--- src/rtl/mem_arbiter.sv ---
// Two-requester memory arbiter: instruction fetch and load/store share one memory port.
// One transaction in flight; round-robin on contention; response timeout with error pulse.
module mem_arbiter #(
  parameter logic [7:0] TIMEOUT = 8'd255
) (
  input  logic        clk,
  input  logic        rst,
  // fetch requester
  input  logic        if_valid,
  input  logic [63:0] if_addr,
  output logic        if_ready,
  output logic        if_rvalid,
  output logic [63:0] if_rdata,
  output logic        if_err,
  // load/store requester
  input  logic        ls_valid,
  input  logic        ls_write,
  input  logic [63:0] ls_addr,
  input  logic [63:0] ls_wdata,
  input  logic [7:0]  ls_wmask,
  output logic        ls_ready,
  output logic        ls_rvalid,
  output logic [63:0] ls_rdata,
  output logic        ls_err,
  // memory side
  output logic        mem_valid,
  output logic        mem_write,
  output logic [63:0] mem_addr,
  output logic [63:0] mem_wdata,
  output logic [7:0]  mem_wmask,
  input  logic        mem_ready,
  input  logic        mem_rvalid,
  input  logic [63:0] mem_rdata
);

  typedef enum logic [1:0] {
    S_IDLE = 2'd0,
    S_REQ  = 2'd1,
    S_RESP = 2'd2
  } state_t;

  localparam logic OWN_IF = 1'b0;
  localparam logic OWN_LS = 1'b1;

  state_t      r_state;
  state_t      w_state_nxt;
  logic        r_first;
  logic        r_last;
  logic        r_owner;
  logic        r_write;
  logic [63:0] r_addr;
  logic [63:0] r_wdata;
  logic [7:0]  r_wmask;
  logic [7:0]  r_cnt;
  logic        r_if_rvalid;
  logic        r_if_err;
  logic [63:0] r_if_rdata;
  logic        r_ls_rvalid;
  logic        r_ls_err;
  logic [63:0] r_ls_rdata;
  logic        w_grant_if;
  logic        w_grant_ls;
  logic        w_resp_ok;
  logic        w_timeout;

  // Grant decision; r_first keeps the cycle right after reset quiet.
  always_comb begin
    w_grant_if = 1'b0;
    w_grant_ls = 1'b0;
    if (r_state == S_IDLE && !r_first && !rst) begin
      if (if_valid && ls_valid) begin
        if (r_last == OWN_IF) begin
          w_grant_ls = 1'b1;
        end else begin
          w_grant_if = 1'b1;
        end
      end else if (if_valid) begin
        w_grant_if = 1'b1;
      end else if (ls_valid) begin
        w_grant_ls = 1'b1;
      end else begin
        w_grant_if = 1'b0;
      end
    end else begin
      w_grant_if = 1'b0;
    end
  end

  // A response beats a timeout if both land on the final wait cycle.
  always_comb begin
    w_resp_ok = (r_state == S_RESP) && mem_rvalid;
    w_timeout = (r_state == S_RESP) && !mem_rvalid && (r_cnt >= (TIMEOUT - 8'd1));
  end

  always_comb begin
    w_state_nxt = r_state;
    case (r_state)
      S_IDLE: begin
        if (w_grant_if || w_grant_ls) begin
          w_state_nxt = S_REQ;
        end else begin
          w_state_nxt = S_IDLE;
        end
      end
      S_REQ: begin
        if (mem_ready) begin
          w_state_nxt = S_RESP;
        end else begin
          w_state_nxt = S_REQ;
        end
      end
      S_RESP: begin
        if (w_resp_ok || w_timeout) begin
          w_state_nxt = S_IDLE;
        end else begin
          w_state_nxt = S_RESP;
        end
      end
      default: w_state_nxt = S_IDLE;
    endcase
  end

  always_ff @(posedge clk) begin
    if (rst) begin
      r_state <= S_IDLE;
      r_first <= 1'b1;
    end else begin
      r_state <= w_state_nxt;
      r_first <= 1'b0;
    end
  end

  // Capture the winner's request; fetches always go out as plain reads.
  always_ff @(posedge clk) begin
    if (rst) begin
      r_last  <= OWN_IF;
      r_owner <= OWN_IF;
      r_write <= 1'b0;
      r_addr  <= 64'd0;
      r_wdata <= 64'd0;
      r_wmask <= 8'd0;
    end else if (w_grant_ls) begin
      r_last  <= OWN_LS;
      r_owner <= OWN_LS;
      r_write <= ls_write;
      r_addr  <= ls_addr;
      r_wdata <= ls_wdata;
      r_wmask <= ls_wmask;
    end else if (w_grant_if) begin
      r_last  <= OWN_IF;
      r_owner <= OWN_IF;
      r_write <= 1'b0;
      r_addr  <= if_addr;
      r_wdata <= 64'd0;
      r_wmask <= 8'd0;
    end
  end

  always_ff @(posedge clk) begin
    if (rst) begin
      r_cnt <= 8'd0;
    end else if (r_state == S_REQ && mem_ready) begin
      r_cnt <= 8'd0;
    end else if (r_state == S_RESP && r_cnt != 8'hFF) begin
      r_cnt <= r_cnt + 8'd1;
    end
  end

  // One-cycle response pulse to the owner; rdata holds between pulses.
  always_ff @(posedge clk) begin
    if (rst) begin
      r_if_rvalid <= 1'b0;
      r_if_err    <= 1'b0;
      r_if_rdata  <= 64'd0;
      r_ls_rvalid <= 1'b0;
      r_ls_err    <= 1'b0;
      r_ls_rdata  <= 64'd0;
    end else begin
      r_if_rvalid <= 1'b0;
      r_if_err    <= 1'b0;
      r_ls_rvalid <= 1'b0;
      r_ls_err    <= 1'b0;
      if (w_resp_ok || w_timeout) begin
        if (r_owner == OWN_LS) begin
          r_ls_rvalid <= 1'b1;
          r_ls_err    <= w_timeout;
          r_ls_rdata  <= w_timeout ? 64'd0 : mem_rdata;
        end else begin
          r_if_rvalid <= 1'b1;
          r_if_err    <= w_timeout;
          r_if_rdata  <= w_timeout ? 64'd0 : mem_rdata;
        end
      end
    end
  end

  always_comb begin
    if_ready  = w_grant_if;
    ls_ready  = w_grant_ls;
    if_rvalid = !rst && r_if_rvalid;
    if_err    = !rst && r_if_err;
    if_rdata  = rst ? 64'd0 : r_if_rdata;
    ls_rvalid = !rst && r_ls_rvalid;
    ls_err    = !rst && r_ls_err;
    ls_rdata  = rst ? 64'd0 : r_ls_rdata;
    mem_valid = !rst && (r_state == S_REQ);
    mem_write = !rst && r_write;
    mem_addr  = rst ? 64'd0 : r_addr;
    mem_wdata = rst ? 64'd0 : r_wdata;
    mem_wmask = rst ? 8'd0 : r_wmask;
  end

endmodule

--- config.mk ---
export PLATFORM = sky130hd
export DESIGN_NAME = mem_arbiter
export DESIGN_NICKNAME = d
export VERILOG_FILES = /design/src/rtl/mem_arbiter.sv
export SDC_FILE = /design/constraint.sdc
export NUM_CORES = 1
export LEC_CHECK = 0
export BUFFER_PORTS_ARGS = -buffer_cell sky130_fd_sc_hd__clkbuf_2
export CAP_MARGIN = 20
export CELL_PAD_IN_SITES_DETAIL_PLACEMENT = 0
export CELL_PAD_IN_SITES_GLOBAL_PLACEMENT = 1
export CORE_AREA = 3 3 209 211
export CTS_CLUSTER_SIZE = 10
export DETAILED_ROUTE_END_ITERATION = 10
export DIE_AREA = 0 0 212 214
export PLACE_DENSITY_LB_ADDON = 0.1
export SYNTH_ARGS = -nofsm -noshare
export SYNTH_HDL_FRONTEND = slang
export SYNTH_SLANG_ARGS = --single-unit
--- constraint.sdc ---
create_clock -name clk -period 3.15 [get_ports clk]
set_input_delay 0.315 -clock clk [delete_from_list [all_inputs] [get_ports clk]]
set_output_delay 0.315 -clock clk [all_outputs]
set_load 0.01 [all_outputs]
==> flow_summary.toml <==
[cts]
clk_latency_ns = 0.53
cts_htree_levels = 2
cts_buffers = 36
cts-root-buf = "clkbuf_16"
clock_sinks = 281
clk_pin_slew_ns = 0.05
post_cts_resized = 0
cts_buffer_depth = 3
cts_tree = "done"

[worst_setup_path]
crit_path_top_delay_cell = "or4_4"
crit_family = "simple AND/OR/NAND/NOR gates"
crit_path_end_kind = "output port"
startpoint_type = "register"
cp_max_fo = 32
critPathKind = "reg2out"
slowest_delay_ns = 0.79
critical_path_arrival_ns = 2.48
cp_cell_sequence = "or4_4, nor2_4, clkbuf_2"
cp_num_buf_inv = 1
critPathRequiredTime_ns = 2.83

[synth]
netlist_area_mm2 = 0.0136
yosysTopAreaCell = "dfxtp_1"
synthCells = 1418
synth-edff-count = 0
yosys_warnings = 0
synth_fp_nets = 1691
synthDistinctLibCells = 48
synth-async-reset-ratio_pct = 0
syn-mean-instance-area_um2 = 9.62
synth_ff_type = "dfxtp_1"
synth_top_area_share_pct = 41.2
ys_top_cells_by_area = "dfxtp_1 (41%), nor2b_1 (12%), mux2_2 (7.1%), a21o_1 (7.0%), a22o_1 (4.7%)"
synth_seq_area_share_pct = 41.2
yosys_register_bits = 281

[sta]
fin_worst_skew_ns = 0.00583
slew_headroom_pct = 45.5
timing.fmax_ghz = 0.358
fin_crit_sh_pct = 88.7
finalSetupTns_ns = 0
hold_viol = 0
maxSlewViolCount = 0
worstMarginPinSlew_ns = 0.817
setup_violations = 0
post-route-min-period_ns = 2.79
rsz0062_at_grt = "false"

[worst_hold_path]
hp-class = "in2reg"

[job]
drv_cap = 0

[die]
die_area_mm2 = 0.0454
initial_core_util_pct = 32.5
pin_count = 543
die_y_um = 214
dieWidth_um = 212
rows = 75
core_area_mm2 = 0.0419

[global_route]
grt_pass1_wl_mm = 72.6
grt_max_degree = 160
track_usage_pct = 20.0
overflow = 0
grt_antenna_before_repair = 4
grt_pass1_vias = 12300

[drt]
first_pass_iters = 5
wirelength_mm = 48.1
drtIter0Drc = 767
ant_nets = 0
post_drt_wl_per_cell_um = 19.2
drc = 0
via_per_inst = 5.02
vias = 12600

[pwr]
clock_power_share_pct = 44.6
internal_power_mw = 6.45
pwr-share-seq_pct = 43.4
ir_worst_vdd_mv = 0.328
p_total_mw = 8.59
power_frac_comb_pct = 11.9
power_density_mw_per_mm2 = 466
power_leakage_nw = 9.45
switching_share_pct = 24.9
switching_power_mw = 2.14

[final_layout]
nets = 2215
finish.utilization_pct = 43.9
mostFrequentLayoutCells = "clkbuf_2 (541), dfxtp_1 (281), nor2b_1 (269)"
areaGrowthSynthToFinish_pct = 35.0
layout-drive-gt1-share_pct = 35.9
final_common_cell = "clkbuf_2"

[run_status]
status = "finished clean"

[placement]
port_buffers = 542
place.gp.congestion = 0.784
hpwlAfterDp_mm = 32.3
-- state kept, by name, indices dropped and copies added, names as in the netlist --
name / cells
r_if_rdata: 64
r_wmask: 8
r_if_err: 1
r_cnt: 8
r_wdata: 64
r_first: 1
r_ls_err: 1
r_ls_rvalid: 1
r_write: 1
r_addr: 64
r_if_rvalid: 1
r_state: 2
r_ls_rdata: 64
r_owner: 1
-- cell usage after synthesis (all sizes together), types with 2 or more instances --
| master | instances |
|---|---|
| nor3 | 5 |
| nor2 | 3 |
| mux2i | 2 |
| o31ai | 2 |
| nand4 | 2 |
| o21ai | 64 |
| a22o | 73 |
| o211ai | 2 |
| nor4 | 2 |
| nor2b | 269 |
| buf | 48 |
| nor3b | 2 |
| clkbuf | 99 |
| a21oi | 71 |
| mux2 | 128 |
| a311oi | 64 |
| nand2 | 7 |
| ha | 2 |
| a211oi | 3 |
| and3b | 65 |
| or2 | 2 |
| or3 | 2 |
| dfxtp | 281 |
| a21o | 128 |
| nand3b | 3 |
| inv | 4 |
| nand3 | 68 |
| and4 | 3 |
-- worst register-to-register path: cells and delay by family (launching register included) --
kind	cells	cell delay (ns)
compound gates	1	0.19
flops	1	0.42
buf+inv	1	0.35
simple gates	2	1.29
-- power groups by stage --
stage	Clock, mW	Combinational, mW	Sequential [mW]
5_1_grt	4.15	1.12	3.74
3_5_place_dp	0	0.957	3.80
2_1_floorplan	0	0.572	3.79
6_report	3.83	1.02	3.73
4_1_cts	3.99	1.04	3.73
3_3_place_gp	0	0.953	3.80
-- worst paths after layout --
path	from	to	slack, ns	depth (start not counted)
worst max-delay path	r_state[1]	ls_ready	0.36	3
worst min-delay path	ls_wdata[33]	r_wdata[33]	0.04	2
worst max register to register	r_state[1]	r_wdata[19]	0.83	4
worst min register to register	r_addr[2]	r_addr[2]	0.51	2
-- kinds of logic after synthesis --
kind of cell | count (synthesis) | synth area share (%)
AO/OA/AOI/OAI | 414 | 21.6
buffers and inverters | 151 | 5.33
adder cells (fa/ha/maj) | 2 | 0.183
multiplexers | 130 | 10.7
AND/OR/NAND/NOR | 440 | 20.9
flip-flops | 281 | 41.2
-- layer usage --
metal  vias up  global-route usage (%)  wire length [µm]
li1       6171                       -                 -
met1      5937                    24.2             19800
met2       412                    33.7             23400
met3        67                    6.06              3770
met4         0                    6.92              1120
met5         -                       0                 0
-- final cells by class --
type	count	area, µm²
fill	4257	23500
tap	539	674
inverter	4	15.0
clock buffer	60	1070
timing repair buffer	633	3700
antenna	4	10.0
sequential	281	5630
multi-input combinational	986	7320
-- repair_timing --
action	in CTS	in global routing
endpoints found under the hold margin	71	0
hold buffers	71	0
buffers inserted	0	0
-- through the flow --
step / std cells / cell area, µm² / hold slack [ns] / setup WS [ns]
2_1_floorplan: 1418 / 13600 / 0.343 / 1.40
3_3_place_gp: 2372 / 16600 / 0.501 / 0.889
3_5_place_dp: 2372 / 16600 / 0.509 / 0.861
4_1_cts: 2503 / 18400 / 0.000991 / 0.321
5_1_grt: 2507 / 18400 / 0.00788 / 0.218
6_report: 2507 / 18400 / 0.0358 / 0.356
Power figures use the tool's default switching activity.
